[src/rtl/word_sel_pkg.sv]
// Shared types and default character codes for the word entry block.
// Used by the top level and the candidate stepper.
package word_sel_pkg;

    typedef enum logic [0:0] {
        EDIT = 1'b0,
        FULL = 1'b1
    } state_t;

    localparam logic [6:0] CH_LO    = 7'h41;
    localparam logic [6:0] CH_HI    = 7'h5A;
    localparam logic [6:0] CH_BLANK = 7'h20;

endpackage

[src/rtl/word_sel_char_step.sv]
// Candidate character register: steps up/down inside [LO,HI] with wrap.
// Out-of-range values snap to LO on the next edge.
module char_step
    import word_sel_pkg::*;
#(
    parameter logic [6:0] LO = CH_LO,
    parameter logic [6:0] HI = CH_HI
) (
    input  logic       clk,
    input  logic       rst,
    input  logic       adj,
    input  logic       dir,
    input  logic       clr,
    output logic [6:0] ascii
);

    logic w_out_of_range;

    assign w_out_of_range = (ascii < LO) || (ascii > HI);

    always_ff @(posedge clk or posedge rst) begin
        if (rst) begin
            ascii <= LO;
        end else if (clr || w_out_of_range) begin
            ascii <= LO;
        end else if (adj) begin
            if (!dir) begin
                ascii <= (ascii == HI) ? LO : ascii + 7'd1;
            end else begin
                ascii <= (ascii == LO) ? HI : ascii - 7'd1;
            end
        end
    end

endmodule

[src/rtl/word_sel.sv]
// Character-by-character word entry: candidate stepping, commit,
// backspace and clear into a LEN-slot buffer with a full/done flag.
module word_sel
    import word_sel_pkg::*;
#(
    parameter int         LEN   = 4,
    parameter logic [6:0] LO    = CH_LO,
    parameter logic [6:0] HI    = CH_HI,
    parameter logic [6:0] BLANK = CH_BLANK,
    localparam int        CW    = $clog2(LEN + 1)
) (
    input  logic             clk,
    input  logic             rst,
    input  logic             adj,
    input  logic             dir,
    input  logic             let_sel,
    input  logic             del,
    input  logic             clr,
    output logic [6:0]       ascii,
    output logic [7*LEN-1:0] word,
    output logic [CW-1:0]    count,
    output logic             full,
    output logic             done
);

    state_t        r_state;
    logic [CW-1:0] r_count;
    logic          r_done;
    logic [6:0]    r_slot [LEN];

    char_step #(
        .LO (LO),
        .HI (HI)
    ) u_step (
        .clk   (clk),
        .rst   (rst),
        .adj   (adj),
        .dir   (dir),
        .clr   (clr),
        .ascii (ascii)
    );

    // Slot writes decode the count per slot so no array index is wider
    // than the slot range.
    always_ff @(posedge clk or posedge rst) begin
        if (rst) begin
            r_state <= EDIT;
            r_count <= '0;
            r_done  <= 1'b0;
            for (int k = 0; k < LEN; k++) r_slot[k] <= BLANK;
        end else begin
            r_done <= 1'b0;
            if (clr) begin
                r_state <= EDIT;
                r_count <= '0;
                for (int k = 0; k < LEN; k++) r_slot[k] <= BLANK;
            end else if (del) begin
                if (r_count != '0) begin
                    for (int k = 0; k < LEN; k++) begin
                        if (CW'(k + 1) == r_count) r_slot[k] <= BLANK;
                    end
                    r_count <= r_count - 1'b1;
                    r_state <= EDIT;
                end
            end else if (let_sel && r_state == EDIT) begin
                for (int k = 0; k < LEN; k++) begin
                    if (CW'(k) == r_count) r_slot[k] <= ascii;
                end
                r_count <= r_count + 1'b1;
                if (r_count == CW'(LEN - 1)) begin
                    r_state <= FULL;
                    r_done  <= 1'b1;
                end
            end
        end
    end

    for (genvar k = 0; k < LEN; k++) begin : g_word
        assign word[7*k +: 7] = r_slot[k];
    end

    assign count = r_count;
    assign full  = (r_state == FULL);
    assign done  = r_done;

endmodule

[config.mk]
export PLATFORM = sky130hd
export DESIGN_NAME = word_sel
export DESIGN_NICKNAME = d
export VERILOG_FILES = /design/src/rtl/word_sel_pkg.sv /design/src/rtl/word_sel_char_step.sv /design/src/rtl/word_sel.sv
export SDC_FILE = /design/constraint.sdc
export NUM_CORES = 1
export LEC_CHECK = 0
export CAP_MARGIN = 15
export CORE_UTILIZATION = 45
export DETAILED_ROUTE_END_ITERATION = 7
export HOLD_SLACK_MARGIN = 0.05
export PLACE_DENSITY_LB_ADDON = 0.12
export SLEW_MARGIN = 20
export SYNTH_ARGS = -nofsm -noshare
export SYNTH_HDL_FRONTEND = slang
export SYNTH_SLANG_ARGS = --single-unit
[constraint.sdc]
create_clock -name clk -period 4 [get_ports clk]
set_input_delay 0.8 -clock clk [delete_from_list [all_inputs] [get_ports clk]]
set_output_delay 0.8 -clock clk [all_outputs]
set_load 0.05 [all_outputs]
==> run summary <==
Status: finished clean
Flop pwr share: 36.4%
Buffers plus inverters on the worst setup path: 1
CTS tree: yes
Cell count after synthesis: 188
Std-Cell Core Area: 4790 sq um
Gate family responsible for the most delay along the worst path: buffers and inverters
Top-level port count: 47
Final cell count without fillers: 303
Layout overhead on the synthesized area: 28.1%
Critical-path cell list: clkdlybuf4s50_1 -> nor2b_4 -> a2bb2oi_4 -> a31oi_4 -> mux2_1
Remaining max-slew budget at the tightest pin: 44.6%
Global-route wire length before repair: 7.98 mm
Clock input transition at the sequential cells of the worst setup and hold paths: 0.08 ns
Worst Path Max Fanout: 19
Post-cts gate resize count: 0
Netlist Area Pre-Place: 2270 sq um
Combinational family with the most area after synthesis: multiplexers
Total clock buffers created by CTS: 5
Latest clock arrival within the worst-skew pair: 0.30 ns
Initial Util: 47.4%
Flop and latch count out of synthesis: 40
Reg-to-reg setup timing slack: 1.93 ns
Crit path launch type: input pin
Post-synthesis simple-gate area fraction: 13.2%
Mean area per synthesized cell: 12.1 sq um
Placer congestion estimate: 0.891
Setup Skew: 0.00442 ns
Setup tns final: 0 ns
Residual antenna-violating net count after detailed routing: 0
Overflow left after global routing: 0
Post-route fraction of the period consumed by the critical path: 69.2%
Die height: 73.0 um
Final Max Slew Viols: 0
Fraction of the mapped netlist area in compound gates: 14.6%
Fraction of synthesized cell area in xor and xnor cells: 1.16%
Capturing element type of the critical path: flop
Total iterations of the first detailed-routing run: 5
Pwr/cell area: 449 nW/um^2
Count of vias placed by the detailed router: 1629
Post-Syn Nets: 205
Req. time, crit path: 4.19 ns
Count of flip-flops with a built-in enable after synthesis: 0
Switching Fraction: 34.3%
Sequential fraction of the synthesis area: 44.5%
Most used flip-flop cell after synthesis: sky130_fd_sc_hd__dfrtp_1
Clock sink total: 40
Worst endpoint data arrival time: 2.95 ns
Fraction of layout cells with a size suffix above 1: 16.5%
Fraction of power consumed by combinational cells: 33.2%
Number of antenna violations at the first check in global routing: 0
Pin count of the biggest net entering global routing: 22
Net count of the finished layout: 252
Placed wire-length estimate: 3.48 mm
Max-capacitance violation count: 0
Number of design-rule violations left by the first detailed-router iteration: 158
Peak supply drop: 0.479 mV
Wirelength, routed: 4.84 mm
Total placed cells including tap cells: 295
Critical Setup Path Class: input pin to flop
Clock period minus worst slack: 2.77 ns
Detail-routed net length per standard cell: 16.0 um
Count of input and output buffers: 46
Power share of the clock group: 30.4%
Vias in the first global route: 1567
Switching Power: 447 uW
Clock root cell: sky130_fd_sc_hd__clkbuf_8
Int Pwr: 857 uW
Die width: 73.0 um
Post-cts hold buffer count: 0
Portion of netlist area occupied by mux cells: 17.0%
Static Leakage: 1.26 nW
Slowest cell on the critical path: sky130_fd_sc_hd__clkdlybuf4s50_1
Final routed DRC violation total: 0
Least-Margin Pin Slew: 0.830 ns
FFs w/ async S/R, synth: 100%
Achievable frequency: 362 MHz
Die footprint: 5330 sq um
Floorplan row count: 25
Arithmetic-cell share of the synthesized area counting full adders, half adders and majority gates: 5.52%
Overall routing resource usage: 20.2%
Setup repair after global routing missed its margin: false
Antenna Cells: 0
Clock Path Buffers: 2
Type of the most critical hold path: flop to flop
H-tree lvl count: 2
Number of failing hold endpoints at the final stage: 0
Endpoints failing setup: 0
Via density per instance: 5.38
Number of warnings reported in the yosys synthesis log: 0
Crit path largest cell delay: 0.99 ns
Number of setup buffers added after CTS: 0
Distinct cell type count of the synthesized netlist: 54
[cell families after synthesis]
group,Yosys count
multiplexers,32
adder cells (fa/ha/maj),10
other,1
XOR/XNOR,3
flip-flops,40
AND/OR/NAND/NOR,49
AO/OA/AOI/OAI,35
buffers and inverters,18
[layer usage]
layer,part of all wire [%],vias up,track usage [%]
li1,-,774,-
met1,47,802,28.0
met2,47,45,31.0
met3,4.5,8,4.28
met4,1.4,0,7.84
met5,0,-,0
[worst paths after layout]
kind                                                   from                           to  cells past startpoint
worst max-delay path                                    del         word[10]$_DFFE_PP0P_                      5
worst min-delay path                   word[25]$_DFFE_PP0P_         word[25]$_DFFE_PP0P_                      1
worst max register to register  u_step.ascii[0]$_DFFE_PP1P_  u_step.ascii[3]$_DFFE_PP0P_                      6
worst min register to register         word[25]$_DFFE_PP0P_         word[25]$_DFFE_PP0P_                      1
max in group asynchronous                               rst          word[4]$_DFFE_PP0P_                      3
min in group asynchronous                               rst         word[24]$_DFFE_PP0P_                      2
[Yosys cell counts (all sizes together) (4+ instances only)]
library cell   n  area, sq um
nor2          10         37.5
dfstp          6          158
mux2          31          375
inv           11         41.3
nor3           6         30.0
dfrtp         34          851
a21oi          7         46.3
buf            6         42.5
ha            10          125
a31oi          7         73.8
o21ai          4         23.8
nand2          7         26.3
nor2b          5         41.3
[stage by stage]
step / setup WS [ns] / util (%) / hold slack [ns] / instance area, sq um / total power [mW]
2_1_floorplan: 1.80 / - / 0.680 / 2270 / 0.800
3_3_place_gp: 0.969 / 57.9 / 0.477 / 2770 / 0.914
3_5_place_dp: 0.920 / 57.9 / 0.478 / 2770 / 0.913
4_1_cts: 1.23 / 60.7 / 0.496 / 2910 / 1.31
5_1_grt: 1.16 / 60.7 / 0.523 / 2910 / 1.36
6_report: 1.23 / 60.7 / 0.492 / 2910 / 1.30
[registers in the layout, indices dropped and copies added (netlist names)]
signal and flops:
word 28, u_step.ascii 7, count 3, done 1, full 1
[worst reg2reg max path, stage by stage (launching register included)]
cell and delay (ns):
sky130_fd_sc_hd__dfstp_2 0.64, sky130_fd_sc_hd__inv_1 0.17, sky130_fd_sc_hd__ha_1 0.27, sky130_fd_sc_hd__nor2b_1 0.14, sky130_fd_sc_hd__o32ai_1 0.29, sky130_fd_sc_hd__nand3_2 0.19, sky130_fd_sc_hd__o32ai_2 0.29
[final cells by class]
type / instances / area (sq um)
sequential: 40 / 1010
fill: 399 / 1880
multi-input combinational: 130 / 1170
clock buffer: 6 / 72.6
inverter: 11 / 41.3
clock inverter: 2 / 60.1
timing repair buffer: 47 / 468
tap: 67 / 83.8
[layout by cell type (no fill, tap or decap), drive strengths merged, types with 6 or more instances in the layout]
cell type / count
a21oi: 7
a31oi: 7
clkbuf: 6
clkdlybuf4s50: 46
dfrtp: 34
dfstp: 6
ha: 10
inv: 11
mux2: 31
nand2: 7
nor2: 10
nor3: 6
[power by group through the flow]
stage	Sequential, mW	Clock, mW	Combinational [mW]
global route	0.482	0.423	0.457
CTS	0.475	0.403	0.435
finish	0.475	0.396	0.433
detailed placement	0.482	0	0.431
floorplan	0.592	0	0.208
global placement	0.483	0	0.431
Note: power is estimated with default switching activity, not from simulation.
